--- config.mk ---
export PLATFORM = sky130hd
export DESIGN_NAME = ring_buffer_reader
export DESIGN_NICKNAME = d
export VERILOG_FILES = /design/src/rtl/ring_buffer_reader.sv
export SDC_FILE = /design/constraint.sdc
export NUM_CORES = 1
export LEC_CHECK = 0
export CELL_PAD_IN_SITES_DETAIL_PLACEMENT = 0
export CELL_PAD_IN_SITES_GLOBAL_PLACEMENT = 1
export CORE_ASPECT_RATIO = 2
export CORE_MARGIN = 4
export CORE_UTILIZATION = 34
export DETAILED_ROUTE_END_ITERATION = 8
export GPL_TIMING_DRIVEN = 0
export HOLD_SLACK_MARGIN = 0.03
export MAX_ROUTING_LAYER = met4
export PLACE_DENSITY = 0.81
export REMOVE_ABC_BUFFERS = 1
export SLEW_MARGIN = 10
export SYNTH_ARGS = -nofsm -noshare
export SYNTH_HDL_FRONTEND = slang
export SYNTH_SLANG_ARGS = --single-unit
--- constraint.sdc ---
create_clock -name clk -period 2.9 [get_ports clk]
set_input_delay 0.725 -clock clk [delete_from_list [all_inputs] [get_ports clk]]
set_output_delay 0.725 -clock clk [all_outputs]
set_load 0.02 [all_outputs]
--- src/rtl/ring_buffer_reader.sv ---
// Read side of a single-clock circular buffer: walks rd_ptr toward wr_ptr, issues
// registered-read RAM accesses and streams the words out through a 2-entry queue.
module ring_buffer_reader #(
  parameter int DATA_WIDTH = 32,
  parameter int ADDR_WIDTH = 3
) (
  input  logic                  clk,
  input  logic                  aclr,
  input  logic [ADDR_WIDTH:0]   wr_ptr,
  input  logic                  flush,
  output logic [ADDR_WIDTH-1:0] ram_rdaddress,
  input  logic [DATA_WIDTH-1:0] ram_q,
  output logic [ADDR_WIDTH:0]   rd_ptr,
  output logic [DATA_WIDTH-1:0] out_data,
  output logic                  out_valid,
  input  logic                  out_ready,
  output logic [ADDR_WIDTH:0]   level,
  output logic                  ovf_err
);

  localparam logic [ADDR_WIDTH:0] DEPTH = {1'b1, {ADDR_WIDTH{1'b0}}};

  logic [ADDR_WIDTH:0]   rd_ptr_q, rd_ptr_d;
  logic [1:0]            qcount_q, qcount_d;
  logic                  inflight_q, inflight_d;
  logic [DATA_WIDTH-1:0] head_q, head_d;
  logic [DATA_WIDTH-1:0] tail_q, tail_d;
  logic                  ovf_q, ovf_d;
  logic                  pop;
  logic                  issue;
  logic [2:0]            occ;

  // Stream handshake: a word transfers on every edge where out_valid && out_ready;
  // while out_ready is low, out_valid and out_data stay put.
  assign out_valid     = (qcount_q != 2'd0);
  assign out_data      = head_q;
  assign rd_ptr        = rd_ptr_q;
  assign ram_rdaddress = rd_ptr_q[ADDR_WIDTH-1:0];
  assign level         = wr_ptr - rd_ptr_q;
  assign ovf_err       = ovf_q;
  assign pop           = out_valid && out_ready;

  // occ is the queue occupancy after this edge if nothing new is issued.
  assign occ   = {1'b0, qcount_q} + {2'b00, inflight_q} - {2'b00, pop};
  assign issue = (level != '0) && !flush && (occ < 3'd2);

  always_comb begin
    rd_ptr_d   = rd_ptr_q;
    qcount_d   = qcount_q;
    inflight_d = 1'b0;
    head_d     = head_q;
    tail_d     = tail_q;
    ovf_d      = ovf_q | (level > DEPTH);
    if (flush) begin
      rd_ptr_d = wr_ptr;
      qcount_d = 2'd0;
    end else begin
      if (issue) rd_ptr_d = rd_ptr_q + 1'b1;
      inflight_d = issue;
      qcount_d   = occ[1:0];
      if (pop && (qcount_q == 2'd2)) head_d = tail_q;
      // Returning data lands in whichever slot is the first free one after the pop.
      if (inflight_q) begin
        if ((qcount_q == 2'd0) || ((qcount_q == 2'd1) && pop)) head_d = ram_q;
        else tail_d = ram_q;
      end
    end
  end

  always_ff @(posedge clk or posedge aclr) begin
    if (aclr) begin
      rd_ptr_q   <= '0;
      qcount_q   <= 2'd0;
      inflight_q <= 1'b0;
      head_q     <= '0;
      tail_q     <= '0;
      ovf_q      <= 1'b0;
    end else begin
      rd_ptr_q   <= rd_ptr_d;
      qcount_q   <= qcount_d;
      inflight_q <= inflight_d;
      head_q     <= head_d;
      tail_q     <= tail_d;
      ovf_q      <= ovf_d;
    end
  end

endmodule

==> summary.txt <==
Clocking
  • Clk sinks: 72
  • CTS H-tree lvls: 3
  • Root Driver: clkbuf_16
  • Total CTS buffers: 9
  • Clk slew on worst S/H paths: ~0.060 ns
  • Max clock buf depth: 2
  • Insertion delay to the later sink of the worst-skew pair: 0.33 ns
  • CTS tree: yes

Synthesis
  • Proportion of synthesized area in mux cells: 0.1163
  • Area fraction of the dominant cell type after synthesis: 0.5638
  • XOR/XNOR Fraction of Synth Area: 0.01370
  • Simple-Gate Fraction of Synth Area: 0.03876
  • Avg Inst Size Synth: between 10 and 15 µm²
  • Yosys warns: 0
  • Most common cell in the netlist: dfrtp_1
  • Asr flop ratio synth: 1.000
  • Synth area leaders: dfrtp_1 (56%), mux2_2 (11%), o2bb2ai_1 (8.8%)
  • Main combinational cell family by area after synthesis: compound AO/OA/AOI/OAI gates
  • Post-Synth Adder-Cell Area: 0.03211
  • Post-synth EDFFs: 0
  • Sequential area share after synthesis: 0.5638
  • Cells after Synth: between 200 and 250
  • Synthesized area: around 3200 µm²
  • Synth unique cells: 33
  • Flops & latches, synth: 72
  • Leading area contributor after synthesis: dfrtp_1
  • Top post-synthesis cells by count: dfrtp_1 (72), a22oi_1 (32), o2bb2ai_1 (32), mux2_2 (30), clkbuf_1 (15)
  • Synth Area in Compound Gates: 0.1903
  • Most used flip-flop cell after synthesis: dfrtp_1

Layout
  • Finished Layout Cells: about 440
  • Fin util: 0.5034
  • Design Area, Final: ~4600 µm²
  • N_diodes: 0
  • Area delta synth->final: 42.95%
  • Share of layout cells above drive strength 1: 0.2335
  • Final nets: about 380

Setup path
  • Cell Chain, Critical Path: dlygate4sd2_1 > ha_1 > and3b_2 > or3_4 > nand2_2 > buf_6
  • Max incr delay on CP: between 0.3 and 0.4 ns
  • R2r startpoint: qcount_q[1]
  • Critical path class: input pin to output port
  • CP arrival: roughly 2.1 ns
  • CP startpoint kind: input pin
  • Worst EP required: around 2.2 ns
  • R2R cell count: 11
  • Buf+Inv Stages, Crit Path: 2
  • Cell class contributing the biggest share of worst-path delay: simple AND/OR/NAND/NOR gates
  • FF-to-FF End: rd_ptr[3]
  • Crit-path slowest cell: or3_4
  • CP max FO: 3
  • Crit end category: output port
  • FF-to-FF setup slack: roughly 0.1 ns

Routing
  • Top Metal Used: met4
  • Routed Antenna Nets: 0
  • Drt first-iter violations: 106
  • Detailed Route WL: a little over 8000 µm
  • Vias per cell: ~5.4
  • Avg WL per Cell: between 15 and 20 µm
  • Met2 WL post-DR: around 4700 µm
  • Met3 wire length: about 260 µm
  • DRT met1 WL: about 3100 µm
  • DR DRC count: 0
  • TritonRoute pass-1 iters: 4
  • Via count: 2351

Hold path
  • Hold depth: 1
  • Hold Path Sink: out_data[2]
  • Hold path start: out_data[2]
  • Hold crit path type: flop to flop

Pwr
  • VDD IR max: 0.5257 mV
  • Static Leak: 0.001928 µW
  • Total power: between 5000 and 6000 µW
  • PwrDens: 1122 nW/µm²

STA
  • Relative slew slack: 0.3579
  • Slew Viols, Final: 0
  • RSZ-0062 raised after global routing: false
  • Tmin final: around 2.8 ns
  • Worst-case clock skew: about 0.0055 ns
  • Period Utilization, post-route: 0.9808
  • Final Worst Setup Slack: 0.05579 ns
  • Setup Viol. Count Final: 0
  • Final Hold Fails: 0
  • Peak Freq: 351.6 MHz
  • Worst slew pin tran: ~0.96 ns

Placed design
  • Port bufs: 84
  • Dpl cells: ~420
  • Placer Congestion: about 0.75
  • Dpl hpwl: around 5600 µm
  • Pre-CTS WS: -0.6743 ns
  • Area post-placement: 4193 µm²

Global route
  • First-pass GRT wire length: ~14000 µm
  • Initial antenna violation count: 0
  • Total gr overflow: 0
  • Largest net degree at the start of global routing: between 60 and 70
  • Vias in the first global route: around 2600
  • GRT Overall Usage: 0.1594

Floorplan
  • Die Y: around 150 µm
  • Die area: around 11000 µm²
  • I/O Pins: 85
  • Core area: ~9100 µm²
  • DIE WIDTH: 76.55 µm
  • Row count: 49
  • Starting Density: 0.3522

Run
  • Total of max-cap violations: 0

Outcome
  • Outcome: completed
[sequential cells by signal (all words and copies together), names as in the netlist]
| register | count |
|---|---|
| inflight_q | 1 |
| ovf_err | 1 |
| rd_ptr | 4 |
| out_data | 32 |
| tail_q | 32 |
| qcount_q | 2 |
[cell families after synthesis]
family                   after synthesis
AO/OA/AOI/OAI                         75
XOR/XNOR                               5
adder cells (fa/ha/maj)                7
buffers and inverters                 34
flip-flops                            72
multiplexers                          33
AND/OR/NAND/NOR                       22
[how the worst max path moves through the flow]
stage	endpoint	start	depth (start not counted)
final	level[3]	wr_ptr[1]	6
after floorplan	out_data[0]	out_ready	4
after CTS	level[3]	wr_ptr[0]	7
after global placement	out_data[21]	out_ready	5
after detailed placement	level[3]	wr_ptr[1]	6
after global routing	rd_ptr[3]	qcount_q[1]	11
[metrics by stage]
step / hold slack, ns / TNS, ns
after floorplan: 0.4647 / -34.75
after global placement: 0.4538 / -244.24
after detailed placement: 0.4725 / -4.781
after CTS: 0.4903 / -0.004728
after global routing: 0.5086 / 0
final: 0.4815 / 0
[timing repair]
action | in CTS | in global routing
gates resized for setup | 27 | 5
hold buffers | 0 | 0
buffers inserted | 1 | 2
pin swaps | 6 | 1
setup endpoints to repair | 8 | 7
[placed cells by master, fill, tap and decap left out, drive strengths merged, types with 3 or more instances in the layout]
master / n
clkdlybuf4s50: 75
dfrtp: 72
mux2: 33
a22oi: 32
o2bb2ai: 32
buf: 13
inv: 12
clkbuf: 10
nand2: 8
ha: 5
dlygate4sd2: 4
o21ai: 4
xnor2: 3
nor3: 3
[per-layer routing]
metal,global-route usage,vias up
met2,0.2914,57
met4,0.06261,0
li1,-,1090
met5,-,-
met1,0.1689,1195
met3,0.02481,9
[report_power, final]
group | internal (µW) | switching [µW] | leakage (µW)
clock network | 771 | 400 | 0.000155
logic | 1140 | 1060 | 0.000878
registers | 1470 | 287 | 0.000895
[cell type report]
cell class / instances / area [µm²]
Fill cell: 798 / 4506
Sequential cell: 72 / 1802
Multi-Input combinational cell: 142 / 1309
Timing Repair Buffer: 93 / 962.2
Clock buffer: 10 / 239.0
Tap cell: 102 / 127.6
Clock inverter: 5 / 81.33
Inverter: 12 / 47.55
Note: power is estimated with default switching activity, not from simulation.
